--- config.mk ---
export PLATFORM = sky130hd
export DESIGN_NAME = mem_scan_display
export DESIGN_NICKNAME = d
export VERILOG_FILES = /design/src/rtl/mem_scan_display.sv
export SDC_FILE = /design/constraint.sdc
export NUM_CORES = 1
export LEC_CHECK = 0
export BUFFER_PORTS_ARGS = -buffer_cell sky130_fd_sc_hd__buf_2
export CAP_MARGIN = 20
export CELL_PAD_IN_SITES_DETAIL_PLACEMENT = 0
export CELL_PAD_IN_SITES_GLOBAL_PLACEMENT = 1
export CORE_MARGIN = 3
export CORE_UTILIZATION = 36
export DETAILED_ROUTE_END_ITERATION = 7
export PLACE_DENSITY = 0.92
export SETUP_SLACK_MARGIN = 0.2
export SYNTH_ARGS = -nofsm -noshare
export SYNTH_HDL_FRONTEND = slang
export SYNTH_SLANG_ARGS = --single-unit
--- constraint.sdc ---
create_clock -name clka -period 2.8 [get_ports clka]
set_input_delay 0.42 -clock clka [delete_from_list [all_inputs] [get_ports clka]]
set_output_delay 0.42 -clock clka [all_outputs]
set_load 0.03 [all_outputs]
--- src/rtl/mem_scan_display.sv ---
// rtl/mem_scan_display.sv - memory word browser with multiplexed active-low 7-segment hex display
// Optional feature macro: MEM_DISP_AUTOSTEP_EN (periodic implicit step while idle and enabled)
module mem_scan_display #(
  parameter int ADDR_W   = 10,
  parameter int DATA_W   = 32,
  parameter int DIGITS   = 8,
  parameter int READ_LAT = 1,
  parameter int SCAN_DIV = 1024,
  parameter int AUTO_DIV = 1 << 20
) (
  input  logic              clka,
  input  logic              rst,
  input  logic              ena,
  input  logic              load,
  input  logic              step,
  input  logic [ADDR_W-1:0] addr_in,
  output logic              mem_en,
  output logic [ADDR_W-1:0] mem_addr,
  input  logic [DATA_W-1:0] mem_dout,
  output logic [ADDR_W-1:0] cur_addr,
  output logic [DATA_W-1:0] word_out,
  output logic              rd_done,
  output logic              busy,
  output logic [6:0]        seg,
  output logic [DIGITS-1:0] ans
);

  localparam int LAT_W  = $clog2(READ_LAT + 1);
  localparam int SCAN_W = (SCAN_DIV > 1) ? $clog2(SCAN_DIV) : 1;
  localparam int IDX_W  = (DIGITS > 1) ? $clog2(DIGITS) : 1;

  typedef enum logic [1:0] {S_IDLE, S_ISSUE, S_WAIT} state_t;

  state_t            state, state_nxt;
  logic              accept;
  logic              capture;
  logic              step_req;
  logic [LAT_W-1:0]  lat_cnt;
  logic [SCAN_W-1:0] scan_cnt;
  logic [IDX_W-1:0]  idx;
  logic [3:0]        nibble;

`ifdef MEM_DISP_AUTOSTEP_EN
  localparam int AUTO_W = $clog2(AUTO_DIV);
  logic [AUTO_W-1:0] auto_cnt;
  logic              auto_req;

  // Idle-time counter; raises a one-cycle implicit step, explicit requests restart it
  always_ff @(posedge clka) begin
    if (rst) begin
      auto_cnt <= '0;
      auto_req <= 1'b0;
    end else begin
      auto_req <= 1'b0;
      if (accept) begin
        auto_cnt <= '0;
      end else if (ena && state == S_IDLE) begin
        if (auto_cnt == AUTO_W'(AUTO_DIV - 1)) begin
          auto_cnt <= '0;
          auto_req <= 1'b1;
        end else begin
          auto_cnt <= auto_cnt + 1'b1;
        end
      end
    end
  end

  assign step_req = step | auto_req;
`else
  assign step_req = step;
`endif

  // Requests are only taken while idle; anything arriving during a read is dropped
  assign accept   = (state == S_IDLE) && ena && (load || step_req);
  assign busy     = (state != S_IDLE);
  assign mem_addr = cur_addr;

  // State register
  always_ff @(posedge clka) begin
    if (rst) state <= S_IDLE;
    else     state <= state_nxt;
  end

  // Next state, read strobe and capture decision
  always_comb begin
    state_nxt = state;
    mem_en    = 1'b0;
    capture   = 1'b0;
    case (state)
      S_IDLE:  if (accept) state_nxt = S_ISSUE;
      S_ISSUE: begin
        mem_en    = 1'b1;
        state_nxt = S_WAIT;
      end
      S_WAIT:  if (lat_cnt == LAT_W'(READ_LAT - 1)) begin
        capture   = 1'b1;
        state_nxt = S_IDLE;
      end
      default: state_nxt = S_IDLE;
    endcase
  end

  // Counts cycles spent in WAIT so capture lands READ_LAT cycles after the strobe
  always_ff @(posedge clka) begin
    if (rst)                         lat_cnt <= '0;
    else if (state == S_WAIT && !capture) lat_cnt <= lat_cnt + 1'b1;
    else                             lat_cnt <= '0;
  end

  // Current address: load takes priority, step wraps naturally at all-ones
  always_ff @(posedge clka) begin
    if (rst)         cur_addr <= '0;
    else if (accept) cur_addr <= load ? addr_in : cur_addr + 1'b1;
  end

  // Captured word and its one-cycle update pulse
  always_ff @(posedge clka) begin
    if (rst) begin
      word_out <= '0;
      rd_done  <= 1'b0;
    end else begin
      rd_done <= capture;
      if (capture) word_out <= mem_dout;
    end
  end

  // Free-running digit scan, independent of the read engine
  always_ff @(posedge clka) begin
    if (rst) begin
      scan_cnt <= '0;
      idx      <= '0;
    end else if (scan_cnt == SCAN_W'(SCAN_DIV - 1)) begin
      scan_cnt <= '0;
      idx      <= (idx == IDX_W'(DIGITS - 1)) ? '0 : idx + 1'b1;
    end else begin
      scan_cnt <= scan_cnt + 1'b1;
    end
  end

  assign ans    = ~(DIGITS'(1) << idx);
  assign nibble = word_out[4*idx +: 4];

  function automatic logic [6:0] hex7(input logic [3:0] h);
    case (h)
      4'h0: hex7 = 7'h40;  4'h1: hex7 = 7'h79;  4'h2: hex7 = 7'h24;  4'h3: hex7 = 7'h30;
      4'h4: hex7 = 7'h19;  4'h5: hex7 = 7'h12;  4'h6: hex7 = 7'h02;  4'h7: hex7 = 7'h78;
      4'h8: hex7 = 7'h00;  4'h9: hex7 = 7'h10;  4'hA: hex7 = 7'h08;  4'hB: hex7 = 7'h03;
      4'hC: hex7 = 7'h46;  4'hD: hex7 = 7'h21;  4'hE: hex7 = 7'h06;  default: hex7 = 7'h0E;
    endcase
  endfunction

  // Registered segment decode of the currently selected nibble
  always_ff @(posedge clka) begin
    if (rst) seg <= 7'b1000000;
    else     seg <= hex7(nibble);
  end

endmodule
==> key figures <==
Outcome
  – Status: finished, final reports clean

Drt
  – Initial DRC count: 119
  – Routed wire length: between 8000 and 9000 um
  – DRC Markers: 0
  – Routed len/inst: between 10 and 15 um
  – DR vias/cell: 4.96
  – DR vias: roughly 3000
  – First drt pass iteration count: 4
  – Post-DRT Antenna Nets: 0

Worst setup path
  – Worst path required time: ~3.0 ns
  – Crit path from: idx[1]
  – Crit-path slowest cell: mux4_2
  – Crit-path cells: mux4_2, mux2i_4, inv_1, ha_1, mux2_2, a221o_1
  – R2R depth: 6
  – Max FO, Critical Path: 9
  – CP Class: flip-flop to flip-flop
  – Critical R2R Capture: seg[6]
  – Worst setup SP type: flip-flop
  – Internal reg-to-reg setup slack: 0.39 ns
  – Max incr delay on CP: 0.58 ns
  – CP endpoint kind: flip-flop
  – Worst EP arrival: ~2.7 ns
  – Reg2reg start: idx[1]

Clock tree
  – Clk_lat worst skew: ~0.35 ns
  – CTS Sinks: 66
  – Clk root buf: clkbuf_8
  – Setup Fix Bufs, Post-CTS: 0
  – TritonCTS clock tree: built
  – TritonCTS Buffers: 9
  – Worst-path clk slew: approximately 0.070 ns
  – Clock Path Buffers: 2
  – Hold buffer count at CTS: 0
  – PostCTS Resize Cnt: 0
  – Max H-tree Level: 3

Logic synthesis
  – Syn_nets: roughly 450
  – Syn avg cell area: ~8.5 sq um
  – Area contributors post-synth: dfxtp_1 (40%), nand2_1 (9.4%), a21oi_1 (6.9%)
  – Leading area contributor after synthesis: dfxtp_1
  – EDFF count, synth: 0
  – Mapped Cells: 391
  – Register area share after synthesis: around two fifths
  – FFs w/ async S/R, synth: 0%
  – Yosys warning total: 0
  – Synth cell types: 55
  – Mapped Area: between 3000 and 4000 sq um
  – Yosys reg bits: 66
  – Primary FF master, synth: dfxtp_1
  – Synth top area share: between 30% and 40%

Final layout
  – Nets: between 500 and 600
  – Fillers: ~890
  – Antenna cells: 0
  – Layout cells sized above 1: between 30% and 40%
  – P&R area growth vs syn: 22.5%

Placement
  – GP Congestion: roughly 0.85
  – DP HPWL: roughly 6300 um
  – IO buf count: between 100 and 150

Timing
  – Max Slew Vio Count: 0
  – RSZ-0062 raised after global routing: false
  – Setup Viol. Count Final: 0
  – Final hold slack: a little over 0.3 ns
  – Final worst-path cycle share: 86.1%
  – Setup_tns: 0 ns
  – Min Tclk post-route: approximately 2.4 ns
  – Slew @ Worst Pin: ~0.76 ns
  – Final hold vios: 0
  – Final Skew: about 0.011 ns
  – Fmax achieved: ~410 MHz
  – Relative slew slack: slightly below 50%

Floorplanning
  – Die ar.: ~10000 sq um
  – Core Area: around 8800 sq um
  – Die H: just over 100 um
  – Die width: approximately 100 um
  – Initial Util: between 30% and 40%
  – # IOs: about 120
  – Row count: 34

GRT
  – Initial antenna violation count: 0
  – GR Overflow Total: 0
  – Pin count of the biggest net entering global routing: 39
  – GRT Total Usage: ~16%
  – First-pass GRT wire length: 13300 um
  – Vias in the first global route: ~2800

Flow run
  – Max Cap Viol: 0

Power and ir drop
  – Pwr dens: between 500 and 600 nW/um^2
  – Leakage power: roughly 1.8 nW
  – VDD IR-drop max: 0.246 mV

Min path
  – Hold Path End: word_out[11]
  – Worst Min Path Start: mem_dout[11]
  – Cell depth of the worst min-delay path: 3
  – HP Class: input pin to flip-flop
## worst max-delay path by stage
stage | depth (start not counted) | end
after floorplan | 8 | seg[6]
after global placement | 6 | seg[6]
after detailed placement | 6 | seg[6]
after CTS | 6 | seg[6]
after global routing | 6 | seg[6]
final | 6 | seg[6]
## cell usage after synthesis (5+ instances only)
master,number
a21oi_1,46
ha_1,14
buf_4,11
mux2i_1,13
nor2_1,32
nand2_1,83
nand3_1,11
o21ai_0,8
inv_1,11
mux2_2,5
xor2_1,5
dfxtp_1,66
clkbuf_1,17
## cells by family after synthesis
| family | after synthesis | share of synthesized area [%] |
|---|---|---|
| other | 1 | 0.113 |
| AOI/OAI and AO/OA | 77 | 13.9 |
| adders and majority gates | 14 | 5.28 |
| and+or+nand+nor | 154 | 20.3 |
| DFF | 66 | 39.8 |
| xor gates and xnor gates | 8 | 2.11 |
| muxes | 25 | 10.4 |
| buffers and inverters | 46 | 8.03 |
## area by class of cell
cell class	count	area [sq um]	share of cell area, %
Multi-Input combinational cell	279	1730	42.6
Clock inverter	4	50.0	1.23
Tap cell	108	135	3.33
Sequential cell	66	1320	32.5
Inverter	12	45.0	1.11
Clock buffer	12	155	3.82
Timing Repair Buffer	122	626	15.4
## placed cells by master (no fill, tap or decap), types with 4 or more instances in the layout
cell type	n
buf_2	116
nand2_1	83
dfxtp_1	66
a21oi_1	46
nor2_1	32
ha_1	14
mux2i_1	13
inv_1	11
nand3_1	11
clkbuf_8	11
o21ai_0	8
buf_4	6
mux2_2	5
xor2_1	5
a22oi_1	4
nand2b_1	4
and3_1	4
## metrics by stage
| stage | setup WS, ns | util (%) | std cells | instance area, sq um | power [mW] |
|---|---|---|---|---|---|
| 2_1_floorplan | 0.431 | - | 391 | 3320 | 1.17 |
| 3_3_place_gp | 0.476 | 43.6 | 587 | 3860 | 1.23 |
| 3_5_place_dp | 0.420 | 43.6 | 587 | 3860 | 1.24 |
| 4_1_cts | 0.396 | 45.9 | 603 | 4060 | 2.06 |
| 5_1_grt | 0.271 | 45.9 | 603 | 4060 | 2.13 |
| 6_report | 0.390 | 45.9 | 603 | 4060 | 2.04 |
## registers in the layout, indices dropped and copies added (netlist names)
signal	flops
lat_cnt	1
cur_addr	10
scan_cnt	10
word_out	32
state	2
idx	3
rd_done	1
seg	7
## critical path, delay by kind of cell, from the launching register on
kind | cells | cell delay, ns
muxes | 3 | 1.11
DFF | 1 | 0.52
AOI/OAI and AO/OA | 1 | 0.29
adders and majority gates | 1 | 0.26
buffers and inverters | 1 | 0.12
## where the power goes
part / leakage (nW) / internal [mW] / switching (mW) / total (mW)
Sequential: 0.535 / 0.963 / 0.0259 / 0.989
Combinational: 1.17 / 0.0805 / 0.146 / 0.226
Clock: 0.0986 / 0.459 / 0.368 / 0.827
## per-layer routing
metal	global-route usage, %	part of all wire [%]	vias up
li1	-	-	1524
met1	21.4	45	1378
met2	25.6	47	74
met3	4.10	5.1	15
met4	7.37	2.5	0
met5	0	0	-
Power figures use the tool's default switching activity.
